`config.mk`:
```
export PLATFORM = sky130hd
export DESIGN_NAME = isquare
export DESIGN_NICKNAME = d
export VERILOG_FILES = /design/src/rtl/isquare.sv
export SDC_FILE = /design/constraint.sdc
export NUM_CORES = 1
export LEC_CHECK = 0
export BUFFER_PORTS_ARGS = -buffer_cell sky130_fd_sc_hd__buf_2
export CORE_MARGIN = 8
export CORE_UTILIZATION = 40
export DETAILED_ROUTE_END_ITERATION = 7
export MAX_ROUTING_LAYER = met4
export PLACE_DENSITY = 0.59
export SLEW_MARGIN = 5
export SYNTH_ARGS = -nofsm -noshare
export SYNTH_HDL_FRONTEND = slang
export SYNTH_SLANG_ARGS = --single-unit
```
`constraint.sdc`:
```
create_clock -name clk_in -period 1.8 [get_ports clk_in]
set_clock_uncertainty 0.1 [all_clocks]
set_input_delay 0.36 -clock clk_in [delete_from_list [all_inputs] [get_ports clk_in]]
set_output_delay 0.36 -clock clk_in [all_outputs]
set_load 0.02 [all_outputs]
```
`src/rtl/isquare.sv`:
```
`default_nettype none
// +--------------------------------------------------------------------------+
// | Module      : isquare                                                    |
// | Description : Iterative shift-add squarer, y = a*a for an unsigned       |
// |               IN_W-bit operand. One conditional add per clock, fixed     |
// |               latency of IN_W+1 clocks from the accept edge. Result is   |
// |               held in a register until the next completion.              |
// | Options     : ISQR_DONE_EN - when defined, adds the registered one-cycle |
// |               done_out completion pulse.                                 |
// | Revision    : 1.0 - initial release                                      |
// +--------------------------------------------------------------------------+
module isquare #(
    parameter int IN_W = 4
) (
    input  logic                clk_in,
    input  logic                rst_n_in,
    input  logic [IN_W-1:0]     a_in,
    input  logic                start_in,
    output logic                busy_out,
    output logic [2*IN_W-1:0]   y_out
`ifdef ISQR_DONE_EN
    ,
    output logic                done_out
`endif
);

    localparam int          c_CTR_W   = $clog2(IN_W + 1);
    localparam logic [0:0]  c_ST_IDLE = 1'b0;
    localparam logic [0:0]  c_ST_WORK = 1'b1;

    logic [0:0]             r_state;
    logic [2*IN_W-1:0]      r_acc;
    logic [2*IN_W-1:0]      r_mcand;
    logic [IN_W-1:0]        r_mplr;
    logic [c_CTR_W-1:0]     r_ctr;
    logic [2*IN_W-1:0]      r_y;
`ifdef ISQR_DONE_EN
    logic                   r_done;
`endif

    // Control FSM and shift-add datapath: accept in IDLE, IN_W add steps, then publish.
    always_ff @(posedge clk_in or negedge rst_n_in) begin
        if (!rst_n_in) begin
            r_state <= c_ST_IDLE;
            r_acc   <= '0;
            r_mcand <= '0;
            r_mplr  <= '0;
            r_ctr   <= '0;
            r_y     <= '0;
`ifdef ISQR_DONE_EN
            r_done  <= 1'b0;
`endif
        end else begin
`ifdef ISQR_DONE_EN
            // Pulse defaults low; raised only on the completion edge below.
            r_done <= 1'b0;
`endif
            case (r_state)
                c_ST_IDLE: begin
                    if (start_in) begin
                        r_mcand <= {{IN_W{1'b0}}, a_in};
                        r_mplr  <= a_in;
                        r_acc   <= '0;
                        r_ctr   <= c_CTR_W'(IN_W);
                        r_state <= c_ST_WORK;
                    end
                end
                c_ST_WORK: begin
                    if (r_ctr != '0) begin
                        // Partial product for the current multiplier bit; the
                        // running sum never exceeds (2^IN_W-1)^2 so no wrap.
                        if (r_mplr[0]) begin
                            r_acc <= r_acc + r_mcand;
                        end
                        r_mcand <= r_mcand << 1;
                        r_mplr  <= r_mplr >> 1;
                        r_ctr   <= r_ctr - 1'b1;
                    end else begin
                        r_y     <= r_acc;
                        r_state <= c_ST_IDLE;
`ifdef ISQR_DONE_EN
                        r_done  <= 1'b1;
`endif
                    end
                end
                default: begin
                    r_state <= c_ST_IDLE;
                end
            endcase
        end
    end

    assign busy_out = (r_state == c_ST_WORK);
    assign y_out    = r_y;
`ifdef ISQR_DONE_EN
    assign done_out = r_done;
`endif

endmodule
`default_nettype wire
```
==> results by stage <==
Status:
- The run finished, with violations left.
- The final reports fail on negative setup slack.

Die:
- The core area is ~4300 sq um.
- The vertical die dimension is 82.5 microns.
- During I/O placement, the number of pins put on the boundary was 16.
- The width of the die is roughly 82 microns.
- The area of the die is roughly 6800 sq um.
- For this configuration, the core starts out at a cell density of 0.412.
- The floorplan has 24 rows.

Placed design:
- The final weighted congestion in routability-driven placement is between 0.7 and 0.8.
- The instance count after placement with tap cells included is around 240.
- The count of buffers from port buffering is 15.
- The detailed-placement wirelength estimate is about 2.5 mm.

Synth:
- The proportion of synthesized flip-flops having asynchronous set or reset is 1.00.
- In this run, synthesis produced a sequential element count of 32.
- In the synthesized netlist, the cells that appear most often are dfrtp_1, o21ai_0, a21oi_1, mux2_2.
- For this run, the leading register cell type out of synthesis is dfrtp_1.
- The synthesized netlist net count is 180.
- The most used standard cell by instance count after synthesis is dfrtp_1.
- The share of synthesized area in the top cell type comes to 0.453.
- Sorting the synthesized cells by area gives the leading types as dfrtp_1, mux2_2, ha_1.
- The fraction of the yosys area taken by sequential cells is 0.453.
- The Yosys warning count is 0.
- In this run, distinct cell masters in the synthesized netlist total 35.
- After synthesis, the mean cell area works out to about 11 sq um.
- After technology mapping, the gate count stands at 163.
- The number of enable flip-flop cells after synthesis is 0.
- The cell area after synthesis is approximately 1800 sq um.
- The library cell occupying the most area in the post-synthesis netlist is dfrtp_1.

Global route:
- The total overflow reported by the global router is 0.
- The initial antenna violation count is 0.
- The number of global-route vias before repair came to approximately 1300.
- The maximum number of pins on one net before global-route repair is 18.
- Across every metal layer, demand over resource in global routing totals 0.122.
- The first global-routing pass estimated ~6 mm of wire.

Final layout:
- The layout overhead on the synthesized area is 23.4%.
- The number of cells in the finished layout apart from fillers is between 200 and 300.
- The core utilization of the finished layout is 0.508.
- The layout net count is roughly 220.
- The total of fill cells in the finished design is between 300 and 400.
- Registers take 801 sq um.
- Of the cells placed in the final design, the portion with a size suffix greater than 1 is 0.351.
- Summing all multi-input logic gate instances after layout gives a little over 900 sq um.
- The number of diodes is 0.

Timing:
- At the pin with the least slew margin, the transition time is roughly 0.43 ns.
- The routed design could run at a clock period as short as between 1.5 and 2 ns.
- The number of failing hold endpoints at the final stage came to 0.
- The slack of the critical path is -0.00486 ns.
- Headroom to the max-slew limit came out at 0.716.
- Setup repair after global routing could not meet its margin everywhere.
- Timing would allow up to 554 MHz.
- Setup violations remaining at the end of the flow were counted as 1.
- The final critical-path share of the clock period is 1.00.
- The final-report max-slew violation count is 0.

Worst setup path:
- Data on the critical path arrives at its endpoint at around 1.9 ns.
- The critical-path maximum fanout is 2.
- The worst setup path is captured at a flop.
- The worst setup path is launched from a flop.
- STA puts the critical path data required time at ~1.9 ns.
- The class of the most critical setup path is flop to flop.

Clock network:
- The CTS root buffer is clkbuf_8.
- The number of clock buffers added by TritonCTS is 5.
- The CTS clock-pin slew for the worst setup and hold paths is 0.06 ns.
- The tree built by TritonCTS fans out to 32 sinks.
- The clock reaches the later pin of the worst-skew pair after between 0.2 and 0.3 ns.
- TritonCTS built the clock tree.
- The H-tree was split into 2 levels.
- The buffer levels on the longest clock path is 2.

Routing:
- The detailed-route DRC error count is 0.
- The number of design-rule violations left by the first detailed-router iteration is between 80 and 90.
- The total via count after detailed routing is 1310.
- In the final routed layout, each cell accounts on average for 14.2 microns.
- For this run, the detailed router's first-pass iteration total came to 4.
- After detailed routing, the number of vias per cell comes to 5.16.
- For this block, the routed nets add up to roughly 3.6 mm of wire.
- The remaining antenna violation count after routing is 0.

Min path:
- The type of the worst min-delay path is input pin to flop.

Power:
- The leakage power is ~1.0 nW.
- The highest ir drop seen on vdd is about 0.00085 V.
- The overall power is about 4 mW.
- For this design the ratio of total power to cell area is between 1500 and 2000 nW/um^2.

Flow run:
- The tool flagged a number of max-cap violations equal to 0.
[flip-flops by register name, indices dropped and copies added, names as in the netlist]
name,cells
busy_out,1
r_acc,8
r_ctr,3
r_mcand,8
r_mplr,4
y_out,8
[worst max-delay path, stage by stage, from the launching register on]
cell	delay, ns
dfrtp_1	0.38
ha_2	0.20
fa_2	0.35
a21oi_2	0.16
o21ai_1	0.09
a21oi_1	0.18
xor2_1	0.16
o21ai_1	0.07
[cell families after synthesis]
family                   Yosys count  share of synthesized area
AO/OA/AOI/OAI                     46                      0.176
XOR/XNOR                           6                     0.0297
adder cells (fa/ha/maj)           10                     0.0750
buffers and inverters             16                     0.0502
flip-flops                        32                      0.453
multiplexers                      17                      0.105
AND/OR/NAND/NOR                   36                      0.111
[area by class of cell]
type | count | area share
clock buffer | 8 | 0.0413
inverter | 9 | 0.0155
multi-input combinational | 115 | 0.424
sequential | 32 | 0.367
tap | 52 | 0.0298
timing repair buffer | 38 | 0.122
[per-layer routing]
layer | track usage | wire [microns]
met1 | 0.142 | 1740
met2 | 0.189 | 1650
met3 | 0.0357 | 140
met4 | 0.0579 | 69
met5 | - | 0
[per-stage QoR]
stage | hold WS (ns) | setup TNS (ns) | instance area, sq um | setup WS (ns)
after global placement | 0.217 | -0.0514 | 1960 | -0.0399
after global routing | 0.318 | -0.210 | 2180 | -0.0951
after floorplan | -0.0356 | 0 | 1770 | 0.00557
final | 0.271 | -0.00486 | 2180 | -0.00486
after CTS | 0.265 | -0.0938 | 2100 | -0.0653
after detailed placement | 0.217 | -0.142 | 1960 | -0.101
[what timing repair did]
item,CTS,global route
hold buffers,1,0
setup endpoints to repair,2,5
pin swaps,10,9
gates resized for setup,5,6
hold endpoints to repair,15,0
setup buffers,4,6
[cell usage in the layout, fill, tap and decap left out, drive strengths merged, types with 2 or more instances in the layout]
| master | instances |
|---|---|
| buf | 37 |
| dfrtp | 32 |
| o21ai | 17 |
| a21oi | 13 |
| mux2 | 12 |
| nand3 | 11 |
| nand2 | 10 |
| inv | 9 |
| ha | 9 |
| clkbuf | 8 |
| nor2 | 6 |
| nor2b | 6 |
| mux2i | 5 |
| xnor2 | 4 |
| nand2b | 3 |
| a22o | 3 |
| a211oi | 3 |
| o211ai | 3 |
| o22ai | 2 |
| xor2 | 2 |
[where the power goes]
| group | internal, mW | switching (mW) |
|---|---|---|
| clock | 0.312 | 0.259 |
| combinational | 1.03 | 1.07 |
| sequential | 1.02 | 0.262 |
| total | 2.37 | 1.59 |
[path summary, 6_finish.rpt]
check	from	to	slack, ns	depth (start not counted)
min in group asynchronous	rst_n_in	y_out[3]	0.43	2
worst max-delay path	r_acc[0]	r_acc[6]	-0.005	7
max in group asynchronous	rst_n_in	r_ctr[0]	0.74	3
worst min-delay path	a_in[3]	r_mcand[3]	0.27	3
worst max register to register	r_acc[0]	r_acc[6]	-0.005	7
worst min register to register	r_mplr[1]	r_mplr[1]	0.38	2
Power figures use the tool's default switching activity.
